## src/rtl/mux_scan_n.sv

```systemverilog
// mux_scan_n: registered N:1 channel multiplexer with manual and scan modes.
// Manual mode takes the channel from s. Scan mode visits every channel in
// turn and stays on each one for DWELL enabled cycles. Only the last cycle
// of each dwell period is flagged as a qualified sample.
//
// Ports:
//   clk   - rising-edge clock
//   rst   - synchronous active-high reset
//   i     - flattened channel data, channel k = i[k*W +: W]
//   s     - manual channel select
//   mode  - 0 = manual, 1 = scan
//   en    - clock enable; 0 freezes all state
//   y     - registered selected data
//   ch    - channel index that produced y
//   valid - y is a qualified sample
//   wrap  - one-cycle pulse on the qualified sample of channel N-1 (scan)
//
// state | meaning
// MAN   | manual selection from s (reset state)
// SCAN  | round-robin scan, ptr = channel, dcnt = cycles spent on it
module mux_scan_n #(
    parameter int SW    = 3,
    parameter int W     = 1,
    parameter int DWELL = 4
) (
    input  logic                  clk,
    input  logic                  rst,
    input  logic [(2**SW)*W-1:0]  i,
    input  logic [SW-1:0]         s,
    input  logic                  mode,
    input  logic                  en,
    output logic [W-1:0]          y,
    output logic [SW-1:0]         ch,
    output logic                  valid,
    output logic                  wrap
);

    localparam int N  = 2**SW;
    // Keep the dwell counter at least one bit wide so DWELL=1 still elaborates.
    localparam int DW = (DWELL > 1) ? $clog2(DWELL) : 1;
    localparam logic [DW-1:0] DLAST = DW'(DWELL - 1);

    typedef enum logic {
        MAN  = 1'b0,
        SCAN = 1'b1
    } state_t;

    state_t        state, state_nxt;
    logic [SW-1:0] ptr, ptr_nxt;
    logic [DW-1:0] dcnt, dcnt_nxt;
    logic [W-1:0]  y_nxt;
    logic [SW-1:0] ch_nxt;
    logic          valid_nxt;
    logic          wrap_nxt;
    logic          last;

    logic [W-1:0]  chan [N];

    always_comb begin
        for (int k = 0; k < N; k++) begin
            chan[k] = i[k*W +: W];
        end
    end

    assign last = (dcnt == DLAST);

    always_ff @(posedge clk) begin
        if (rst) begin
            state <= MAN;
            ptr   <= '0;
            dcnt  <= '0;
            y     <= '0;
            ch    <= '0;
            valid <= 1'b0;
            wrap  <= 1'b0;
        end else begin
            state <= state_nxt;
            ptr   <= ptr_nxt;
            dcnt  <= dcnt_nxt;
            y     <= y_nxt;
            ch    <= ch_nxt;
            valid <= valid_nxt;
            wrap  <= wrap_nxt;
        end
    end

    always_comb begin
        state_nxt = state;
        ptr_nxt   = ptr;
        dcnt_nxt  = dcnt;
        y_nxt     = y;
        ch_nxt    = ch;
        valid_nxt = 1'b0;
        wrap_nxt  = 1'b0;

        if (en) begin
            if (!mode) begin
                // Manual sample; also the exit path out of SCAN.
                state_nxt = MAN;
                y_nxt     = chan[s];
                ch_nxt    = s;
                valid_nxt = 1'b1;
            end else if (state == MAN) begin
                // Scan entry: restart from channel 0, no qualified sample yet.
                state_nxt = SCAN;
                ptr_nxt   = '0;
                dcnt_nxt  = '0;
                y_nxt     = chan[0];
                ch_nxt    = '0;
            end else begin
                y_nxt     = chan[ptr];
                ch_nxt    = ptr;
                valid_nxt = last;
                wrap_nxt  = last && (ptr == {SW{1'b1}});
                if (last) begin
                    dcnt_nxt = '0;
                    ptr_nxt  = ptr + 1'b1;
                end else begin
                    dcnt_nxt = dcnt + 1'b1;
                end
            end
        end
    end

endmodule

```

## config.mk

```make
export PLATFORM = sky130hd
export DESIGN_NAME = mux_scan_n
export DESIGN_NICKNAME = d
export VERILOG_FILES = /design/src/rtl/mux_scan_n.sv
export SDC_FILE = /design/constraint.sdc
export NUM_CORES = 1
export LEC_CHECK = 0
export BUFFER_PORTS_ARGS = -buffer_cell sky130_fd_sc_hd__buf_2
export CAP_MARGIN = 15
export CELL_PAD_IN_SITES_DETAIL_PLACEMENT = 0
export CELL_PAD_IN_SITES_GLOBAL_PLACEMENT = 1
export CORE_MARGIN = 4
export CORE_UTILIZATION = 30
export CTS_BUF_LIST = sky130_fd_sc_hd__clkbuf_8
export DETAILED_ROUTE_END_ITERATION = 10
export GPL_ROUTABILITY_DRIVEN = 0
export GPL_TIMING_DRIVEN = 0
export PLACE_DENSITY_LB_ADDON = 0.1
export SYNTH_ARGS = -nofsm -noshare
export SYNTH_HDL_FRONTEND = slang
export SYNTH_SLANG_ARGS = --single-unit
```

## constraint.sdc

```tcl
create_clock -name clk -period 1.3 [get_ports clk]
set_clock_uncertainty 0.05 [all_clocks]
set_input_delay 0.26 -clock clk [delete_from_list [all_inputs] [get_ports clk]]
set_output_delay 0.26 -clock clk [all_outputs]
set_load 0.05 [all_outputs]
```

Word-level counts from Yosys, hierarchy flattened. Index checks and enable logic that the tools add are counted.

Memories: 0. Bits in registers: 12. Bits in latches: 0. Logic and storage cells: 41. ROM bits: 0. RAM bits: 0. Output and inout port bits: 6.

Equality and inequality tests: 3. Multipliers: 0. Divide/modulo/power cells: 0. Magnitude comparators: 2. Shift-type cells: 0. Add/sub/neg operators: 2. Bitwise logic cells: 5. Reduce and logical (&&, ||, !) cells: 5. Multiplexer cells: 17.

Operators with widths (count): 3-bit 2-to-1 mux (4); 1-bit 2-to-1 mux (9); 4-bit >= comparator, second input constant (2); 3-bit NOT with 4-bit output (2); 1-bit binary-select mux with 3-bit select (2); 2-bit 2-to-1 mux (2); 4-bit OR reduction (1); 3-bit by 1-bit adder with 3-bit output, second input constant (1); 3-bit == test, second input constant (1); 1-bit NOT (3); 3-bit AND reduction (1); 2-bit by 1-bit adder with 2-bit output, second input constant (1); 2-bit == test, second input constant (1); 2-bit by 1-bit inequality test with 1-bit output, second input constant (1); 2-bit AND reduction (1); 2-bit OR reduction (1); 1-bit logical AND (1).

Longest topological paths before layout. Gate-level depths: netlist of run 1.

Depth in word-level cells: 6. Gate-level depth with buffers: 5. Depth with buffers taken out: 5.

Worst setup path before layout of run 1. Ideal clock, no wire load.

Kind: register -> register. Start: register ptr[1]. End: register y. Required time: 1.126 ns. Data arrival time: 1.138 ns. Clock period less this slack: 1.312 ns. Path buffers: 1. Path slack: -0.012 ns. Library setup time: 0.124 ns. Stages on the path, launching flop included: 5. Path through: dfxtp_1 > buf_2 > mux2_2 > o311ai_0 > o21bai_1.

Longest elaborated chain between the ends: 6.

RTL lines: from (decl) (RTL line 49) `logic [SW-1:0] ptr, ptr_nxt;`; from (signal assigned) (RTL line 78) `ptr <= ptr_nxt;`; 3-bit NOT with 4-bit output (implied by the code) (RTL line 111) `y_nxt = chan[ptr];`; 1-bit binary-select mux with 3-bit select (RTL line 111); 1-bit 2-to-1 mux (implied by the code) (2 in a row) (RTL line 111); 1-bit 2-to-1 mux (RTL line 103) `end else if (state == MAN) begin`; 1-bit 2-to-1 mux (RTL line 97) `if (!mode) begin`; to (signal assigned) (RTL line 80) `y <= y_nxt;`; to (decl) (RTL line 32) `output logic [W-1:0] y,`.

No other way between the ends. The select of a mux whose other input is x is not followed. A chain may end at the register's enable or synchronous reset.

Worst setup path in the final report of run 1.
Start: register dcnt[0]. End: register ptr[0].

Longest elaborated chain between the ends: 3.

RTL lines: from (decl) (RTL line 50) `logic [DW-1:0] dcnt, dcnt_nxt;`; from (signal assigned) (RTL line 79) `dcnt <= dcnt_nxt;`; 2-bit == test (RTL line 65) `assign last = (dcnt == DLAST);`; 2-bit by 1-bit inequality test with 1-bit output (no source line); 3-bit AND reduction (no source line).

No other way between the ends.

==> results of run 1 <==
## critical path: stages (launching register included)
cell	delay, ns
dfxtp_1	0.36
ha_1	0.22
nand2b_4	0.15
nand3_2	0.12
a21oi_1	0.18
nor2_1	0.05
## how the worst max path moves through the flow
stage | from | to | slack [ns] | cells after the start
finish | dcnt[0] | ptr[0] | 0.04 | 5
global route | ptr[0] | ptr[2] | -0.02 | 4
CTS | ptr[0] | ptr[2] | 0.0002 | 4
detailed placement | s[1] | y | -0.20 | 5
global placement | s[1] | y | -0.22 | 5
floorplan | s[1] | y | 0.006 | 4
## flip-flops by register name (all words and copies together) (netlist names)
name,cells
ch,3
ptr,3
dcnt,2
state,1
valid,1
wrap,1
y,1
## synthesized netlist by cell type, types with 2 or more instances
library cell  instances
dfxtp_1              12
nor2_1                9
a21oi_1               6
nand2_1               5
mux2i_1               4
nand2b_1              4
nand3_1               4
a311oi_1              3
ha_1                  3
a22oi_1               2
buf_2                 2
clkbuf_1              2
mux4_1                2
nand3b_1              2
nand4_1               2
## power by group
part	internal [mW]	switching [mW]
Clock	0.267	0.138
Sequential	0.381	0.0103
Combinational	0.0567	0.0887
## per-layer routing
metal / wire length, um / share of wire
met5: 0 / 0
met4: 7 / 0.0041
met3: 103 / 0.061
met2: 770 / 0.45
met1: 815 / 0.48
## cells by family (layout without fill, tap and decap cells)
family          Yosys count  in the layout  synth area share
compound gates           15             15            0.1592
flops                    12             12            0.3595
mux                       7              7            0.1554
buf+inv                   6             31           0.03745
simple gates             30             30            0.2322
fa+ha+maj                 3              3           0.05619
## stage by stage
step,instances,util
after floorplan,73,-
after global placement,120,0.3940
after detailed placement,120,0.3940
after CTS,123,0.4210
after global routing,125,0.4430
final,125,0.4430
## what timing repair did
item / CTS / global route
buffers inserted: 0 / 2
pin swaps: 0 / 0
gates cloned: 0 / 0
endpoints found under the setup margin: 1 / 4
resized for setup: 2 / 9
## area by class of cell
cell class | count | area [um2]
Timing Repair Buffer | 22 | 115.1
Inverter | 1 | 3.754
Clock buffer | 4 | 55.05
Multi-Input combinational cell | 55 | 429.2
Sequential cell | 12 | 244.0
Buffer | 4 | 23.77
Fill cell | 210 | 1137
Tap cell | 27 | 33.78
## cells in the final DEF (no fill, tap or decap)
| master | count |
|---|---|
| buf_2 | 21 |
| nor2_1 | 9 |
| dfxtp_1 | 9 |
| a21oi_1 | 6 |
| nand2_1 | 5 |
| mux2i_1 | 4 |
| clkbuf_8 | 4 |
| nand2b_1 | 3 |
| nand3_1 | 3 |
| a311oi_1 | 3 |
| ha_1 | 3 |
| dfxtp_2 | 3 |
| nand4_1 | 2 |
| a22oi_2 | 2 |
| nand3b_1 | 2 |
| buf_4 | 2 |
| clkbuf_1 | 1 |
| buf_1 | 1 |
| nor3b_1 | 1 |
| inv_1 | 1 |
| nand2b_4 | 1 |
| nand3_2 | 1 |
| buf_6 | 1 |
| nor3_1 | 1 |
| or2b_1 | 1 |
| a311o_1 | 1 |
| mux2_2 | 1 |
| o311ai_2 | 1 |
| mux4_1 | 1 |
| mux4_2 | 1 |
| and4b_1 | 1 |
| o32ai_1 | 1 |
| o21bai_1 | 1 |
==> impl_results.md, run 1 <==
* Outcome: finished, final reports clean
* Final hold violation count at 0
* Crit path time final at roughly 1.3 ns
* Mapped Area at 668.1 um2
* Core area at slightly above 2000 um2
* DR iter-0 viols at 13
* Synth Flop Type: dfxtp_1
* Vias in the first global route at around 620
* DR vias at between 600 and 700
* Top-area cell type share of the netlist area at 0.3596
* Period utilization at 0.9722
* I/O Buffers at 20
* Async SR Flop Fraction at 0
* Fmax at just under 0.8 GHz
* Final Setup Violations at 0
* Sequential fraction of the synthesis area at 0.3596
* Cell count after synthesis at 73
* CTS hold repair buffers at 0
* Ports at 21
* Final WS setup at approximately 0.036 ns
* Actual slew at the worst max-slew pin at about 0.47 ns
* YS warnings at 0
* Power, Total at ~940 uW
* Finished Cell Area at between 900 and 1000 um2
* #FFs+latches synth at 12
* Synth Area per Inst at between 9 and 10 um2
* R2r endpoint: ptr[0]
* Placed Area at about 800 um2
* Total GRT Usage at 0.1219
* Worst hold stages at 3
* Crit path launch type: flop
* CTS max path bufs at 2
* Crit Path Class: reg2reg
* H-tree depth at 1
* Reg2Reg Depth at 5
* Clock root buffer: clkbuf_8
* EDFF count, synth at 0
* Launching point of the worst reg2reg path: dcnt[0]
* Largest net degree at the start of global routing at 11
* Pre-antenna DRT Iters at 4
* Reg-to-reg slack, setup at 0.04 ns
* Post-place setup slack at -0.2046 ns
* Met1 GRT Util at 0.1485
* Die ar. at between 3000 and 4000 um2
* Drt drc at 0
* Slew margin rel. at 0.6877
* CP endpoint kind: flop
* Drt total wl at 1.696 mm
* Post-Syn Nets at 91
* Diodes inserted at 0
* Leakage at around 0.38 nW
* TritonCTS buffer count at 3
* # clock sinks at 12
* Hold_sp: s[0]
* Wire per inst at between 10 and 15 um
* Number of nets in the layout at around 120
* Share of layout cells above drive strength 1 at 0.3878
* Initial antenna violation count at 0
* Area Overhead vs Synth at 35.39%
* Starting Density at 0.3272
* CTS tree: yes
* Global route hottest layer: met2
* Total gr overflow at 0
* Total of max-cap violations at 0
* First-pass GRT wire length at ~2.6 mm
* Die Span Y at around 55 um
* Post-synth top area cell: dfxtp_1
* Critical Path RT at roughly 1.4 ns
* Hold Path Sink: ch[0]
* Worst hold path type: in2reg
* Peak VDD IR at 548.5 uV
* Final ANT Viol Nets at 0
* Largest cells by area after synthesis: dfxtp_1 (36%), mux4_1 (7.9%), mux2i_1 (6.0%)
* Post-synth cell types at 26
* Grt met3 use at 0.05630
* Met2 Use GR at 0.1969
* Crit path max fanout at 3
* Avg Vias per Cell at roughly 5.2
* Setup TNS at 0 ns
* Cell Rows at 16
* Clock Latency Late Sink at 0.24 ns
* Max Slew Vio Count at 0
* Clk pin slew, worst setup/hold paths at approximately 0.060 ns
* PwrDens at ~1000 nW/um2
* DIE WIDTH at between 50 and 60 um
* Final HPWL DP at about 1.2 mm
* WP data arrival at roughly 1.3 ns
* Fin Hold WS at 0.2717 ns
Power figures use the tool's default switching activity.
==> run 2, diff against run 1 <==
--- a/config.mk
+++ b/config.mk
@@ -6,11 +6,10 @@
 export NUM_CORES = 1
 export LEC_CHECK = 0
 export BUFFER_PORTS_ARGS = -buffer_cell sky130_fd_sc_hd__buf_2
-export CAP_MARGIN = 15
 export CELL_PAD_IN_SITES_DETAIL_PLACEMENT = 0
-export CELL_PAD_IN_SITES_GLOBAL_PLACEMENT = 1
+export CELL_PAD_IN_SITES_GLOBAL_PLACEMENT = 2
 export CORE_MARGIN = 4
-export CORE_UTILIZATION = 30
+export CORE_UTILIZATION = 27
 export CTS_BUF_LIST = sky130_fd_sc_hd__clkbuf_8
 export DETAILED_ROUTE_END_ITERATION = 10
 export GPL_ROUTABILITY_DRIVEN = 0
==> run 2 against run 1 <==
  * Cell count rose by 4.8%
  * Worst setup slack got worse by 0.018 ns
  * Total power is 1.5% higher
  * Via count grew 2.0%
  * Highest routed layer unchanged
==> impl_results.md, run 2 (synthesis results as in run 1) <==
* Crit Path Class: reg2reg
* TritonCTS buffer count at 3 (unchanged)
* Register area at 246.5 um2 (+1.0%)
* Period utilization at 0.9861 (+0.01385)
* Cell Rows at 17 (+1)
* Combinational share of power at 0.157 (+0.003)
* Placed cells at 121 (+0.83%)
* Clock Latency Late Sink at 0.24 ns (about the same)
* Total of max-cap violations at 0 (unchanged)
* Drt drc at 0 (unchanged)
* Setup TNS at 0 ns (unchanged)
* Sequential power share at 0.406 (-0.009)
* # clock sinks at 12 (unchanged)
* Sw Share at 0.2612 (+0.009593)
* Total gr overflow at 0 (unchanged)
* CTS hold repair buffers at 0 (unchanged)
* Clk pin slew, worst setup/hold paths at 0.05 ns (about the same)
* Outcome: finished, final reports clean
* Crit path time final at 1.282 ns (+0.01801 ns)
* Die ar. at 3334 um2 (+9.5%)
* Die Span Y at 57.75 um (+4.6%)
* WP data arrival at 1.36 ns (+0.04 ns)
* Vias in the first global route at 653 (+5.2%)
* Area of the multi-input gates at 434.2 um2 (+1.2%)
* Crit path max fanout at 4 (+1)
* Crit path launch type: flop
* Power, Total at 955.7 uW (+1.5%)
* First-pass GRT wire length at 2.953 mm (+12%)
* Critical Path RT at 1.38 ns (+0.02 ns)
* Fmax at 0.7801 GHz (-1.4%)
* Final ANT Viol Nets at 0 (unchanged)
* Final HPWL DP at 1.353 mm (+9.5%)
* Wire per inst at 14.56 um (+7.3%)
* Clock power frac at 0.437 (+0.007)
* Largest net degree at the start of global routing at 11 (unchanged)
* Initial antenna violation count at 0 (unchanged)
* Final Non-Filler Cells at 131 (+4.8%)
* CP endpoint kind: flop
* PwrDens at 1005 nW/um2 (-3.5%)
* Unrepaired setup endpoints after global routing: yes
* CTS tree: yes
* CTS max path bufs at 2 (unchanged)
* Max Slew Vio Count at 0 (unchanged)
* Fin Hold WS at 0.2743 ns (+0.002594 ns)
* DR vias at 657 (+2.0%)
* Number of nets in the layout at 122 (+4.3%)
* H-tree depth at 1 (unchanged)
* Slew margin rel. at 0.6631 (-0.02462)
* Fin util at 0.4178 (-0.02520)
* Share of layout cells above drive strength 1 at 0.4272 (+0.03943)
* DIE WIDTH at 57.75 um (+4.6%)
* Pre-antenna DRT Iters at 4 (unchanged)
* Actual slew at the worst max-slew pin at 0.5053 ns (+0.03693 ns)
* Peak VDD IR at 553.5 uV (+0.90%)
* Clock root buffer: clkbuf_8
* Filler cell count at 241 (+15%)
* Final hold violation count at 0 (unchanged)
* Avg Vias per Cell at 5.015 (-2.7%)
* Total GRT Usage at 0.1179 (-0.003966)
* Diodes inserted at 0 (unchanged)
* Worst hold path type: in2reg
* I/O Buffers at 20 (unchanged)
* Core area at 2276 um2 (+11%)
* Final Setup Violations at 0 (unchanged)
* Most common cell after layout, fill and taps aside: buf_2
* Psw at 249.7 uW (+5.3%)
* Starting Density at 0.2936 (-0.03364)
* Leakage at 0.4011 nW (+6.4%)
* DR iter-0 viols at 6 (-7)
* Ports at 21 (unchanged)
* Area Overhead vs Synth at 42.32%
* Commonest non-fill, non-tap cells in the layout: buf_2 (21), nor2_1 (9), dfxtp_1 (9)
* Drt total wl at 1.908 mm (+13%)
* Internal Pwr Total at 706.1 uW (+0.18%)
* Biggest regs: ch (3), ptr (3), dcnt (2)
-- run 2: final timing paths --
path / slack (ns) / cells after the start / start / endpoint
min: 0.27 / 3 / s[0] / ch[0]
max reg2reg: 0.02 / 4 / ptr[1] / y
max: 0.02 / 4 / ptr[1] / y
min reg2reg: 0.41 / 2 / dcnt[1] / dcnt[1]
-- run 2: timing repair --
item / CTS / global route
endpoints found under the setup margin: 3 / 4
buffers inserted: 0 / 7
gates cloned: 0 / 0
resized for setup: 4 / 11
pin swaps: 0 / 4
-- run 2: cell type report --
class / count / area share
multi-input combinational: 55 / 0.4566
sequential: 12 / 0.2592
timing repair buffer: 27 / 0.1605
clock buffer: 4 / 0.05789
tap: 28 / 0.03684
buffer: 4 / 0.02500
inverter: 1 / 0.003947
-- run 2: power by group through the flow --
stage | Combinational [mW] | Sequential, mW | Clock, mW
2_1_floorplan | 0.0593 | 0.427 | 0
3_3_place_gp | 0.148 | 0.393 | 0
3_5_place_dp | 0.147 | 0.394 | 0
4_1_cts | 0.143 | 0.390 | 0.432
5_1_grt | 0.163 | 0.389 | 0.451
6_report | 0.150 | 0.388 | 0.417
-- run 2: critical path: stages (launching register included) --
cell      delay [ns]
dfxtp_2         0.33
buf_6           0.10
mux2_4          0.31
o311ai_4        0.27
o21bai_1        0.10
-- run 2: through the flow --
stage	setup WS, ns	instance area, um2
CTS	0.01607	869.6
detailed placement	-0.2166	805.8
floorplan	0.005775	670.6
global placement	-0.2375	805.8
global route	-0.02871	950.9
finish	0.01812	950.9
-- run 2: metal layers --
layer,wire length [um],global-route usage,up-vias
li1,-,-,330
met1,796,0.1300,308
met2,981,0.1984,15
met3,104,0.04900,4
met4,26,0.04967,0
met5,0,0,-
==> run 3, diff against run 2 <==
--- a/config.mk
+++ b/config.mk
@@ -14,7 +14,7 @@
 export DETAILED_ROUTE_END_ITERATION = 10
 export GPL_ROUTABILITY_DRIVEN = 0
 export GPL_TIMING_DRIVEN = 0
-export PLACE_DENSITY_LB_ADDON = 0.1
+export PLACE_DENSITY = 0.86
 export SYNTH_ARGS = -nofsm -noshare
 export SYNTH_HDL_FRONTEND = slang
 export SYNTH_SLANG_ARGS = --single-unit
==> run 3 against run 2 <==
  * Clock power fell by 20%
  * Largest cell class unchanged
  * Global-route usage fell by 0.33 points
  * Cell count fell by 5.3%
==> impl_results.md, run 3 (synthesis results as in run 1) <==
* Outcome: finished, final reports clean
* Diodes inserted at 0 (unchanged)
* Unrepaired setup endpoints after global routing: yes
* Routed wl met3 at 97 um (-6.7%)
* Max Slew Vio Count at 0 (unchanged)
* Final Setup Violations at 0 (unchanged)
* Max layer used: met4
* Post-place setup slack at -0.2201 ns (-0.003471 ns)
* DR vias at 652 (-0.76%)
* DR iter-0 viols at 18 (+12)
* Biggest regs: ch (3), ptr (3), dcnt (2)
* CTS tree: yes
* Crit path max fanout at 8 (+4)
* Largest net degree at the start of global routing at 11 (unchanged)
* Most common cell after layout, fill and taps aside: buf_2
* Total GRT Usage at 0.1146 (-0.003264)
* Clk pin slew, worst setup/hold paths at 0.05 ns (about the same)
* First-pass GRT wire length at 2.898 mm (-1.9%)
* Slew margin rel. at 0.6878 (+0.02469)
* Leakage at 0.3627 nW (-9.6%)
* Clock Latency Late Sink at 0.24 ns (about the same)
* Pre-antenna DRT Iters at 4 (unchanged)
* Peak VDD IR at 616.0 uV (+11%)
* Commonest non-fill, non-tap cells in the layout: buf_2 (21), nor2_1 (9), dfxtp_1 (9)
* Actual slew at the worst max-slew pin at 0.4683 ns (-0.03704 ns)
* Met1 Wirelength at 770 um (-3.3%)
* Starting Density at 0.2936 (unchanged)
* Crit path time final at 1.233 ns (-0.04850 ns)
* Die Span Y at 57.75 um (unchanged)
* Cell Rows at 17 (unchanged)
* Setup crit start: ptr[0]
* Crit path launch type: flop
* Final ANT Viol Nets at 0 (unchanged)
* Core area at 2276 um2 (unchanged)
* Launching point of the worst reg2reg path: ptr[0]
* # clock sinks at 12 (unchanged)
* I/O Buffers at 20 (unchanged)
* Clock root buffer: clkbuf_8
* Setup TNS at 0 ns (unchanged)
* Hold_sp: s[0]
* Total of max-cap violations at 0 (unchanged)
* Crit Path Class: reg2reg
* H-tree depth at 1 (unchanged)
* Final HPWL DP at 1.262 mm (-6.8%)
* CTS hold repair buffers at 0 (unchanged)
* Ports at 21 (unchanged)
* Die ar. at 3334 um2 (unchanged)
* Area Overhead vs Synth at 31.65%
* Period utilization at 0.9488 (-0.03731)
* Total gr overflow at 0 (unchanged)
* Final hold violation count at 0 (unchanged)
* Worst hold path type: in2reg
* CTS max path bufs at 2 (unchanged)
* Drt drc at 0 (unchanged)
* Number of nets in the layout at 116 (-4.9%)
* Final WS setup at 0.06662 ns (+0.04850 ns)
* Avg Vias per Cell at 5.258 (+4.8%)
* TritonCTS buffer count at 3 (unchanged)
* Vias in the first global route at 639 (-2.1%)
* Drt total wl at 1.740 mm (-8.8%)
* WP data arrival at 1.29 ns (-0.07 ns)
* PwrDens at 987.5 nW/um2 (-1.7%)
* Met2 WL at 862 um (-12%)
* Power, Total at 868.6 uW (-9.1%)
* Share of layout cells above drive strength 1 at 0.3750 (-0.05218)
* Critical Path RT at 1.36 ns (-0.02 ns)
* Fin util at 0.3865 (-0.03134)
* DIE WIDTH at 57.75 um (unchanged)
* Wire per inst at 14.03 um (-3.7%)
* Initial antenna violation count at 0 (unchanged)
* CP endpoint kind: flop
* Fmax at 0.8108 GHz (+3.9%)
## run 3: changes by cell type in the layout (fill, tap and decap cells not counted)
cell | before | now
ha_2 | 1 | 0
o311ai_4 | 1 | 0
buf_4 | 7 | 1
ha_1 | 2 | 3
o311ai_2 | 0 | 1
clkbuf_8 | 4 | 3
## run 3: worst paths after layout
kind	endpoint	slack [ns]	depth (start not counted)
worst min register to register	dcnt[1]	0.41	2
worst min-delay path	ch[0]	0.29	3
worst max-delay path	ptr[2]	0.07	4
worst max register to register	ptr[2]	0.07	4
## run 3: through the flow
| stage | cell area [um2] | hold slack, ns | std cells |
|---|---|---|---|
| 6_report | 879.6 | 0.2900 | 124 |
| 5_1_grt | 879.6 | 0.2959 | 124 |
| 4_1_cts | 855.8 | 0.2837 | 123 |
| 3_5_place_dp | 805.8 | 0.4091 | 121 |
| 3_3_place_gp | 805.8 | 0.3993 | 121 |
| 2_1_floorplan | 670.6 | 0.3818 | 73 |
## run 3: metal layers
metal,GRT usage,vias to the layer above
met5,0,-
met4,0.03311,0
met3,0.05122,2
met2,0.1823,17
met1,0.1392,312
li1,-,321
## run 3: report_power, final
group          internal (mW)  switching, mW  total [mW]
combinational         0.0570         0.0890       0.146
sequential             0.379        0.00982       0.389
clock                  0.204          0.130       0.334
## run 3: layout make-up
class	count	area (um2)
fillers	233	1396
multi-input cells	55	421.7
flip-flops and latches	12	246.5
repair buffers	21	107.6
clock buffers	3	41.29
well taps	28	35.03
plain buffers	4	23.77
inverters	1	3.754
## run 3: critical path, stage by stage (launching register included)
cell and delay [ns]:
dfxtp_4 0.37, ha_1 0.20, ha_1 0.28, a22oi_2 0.15, nor2_1 0.05
## run 3: what timing repair did
action / in CTS / in global routing
gates resized for setup: 4 / 9
endpoints found under the setup margin: 2 / 4
setup buffers: 0 / 1
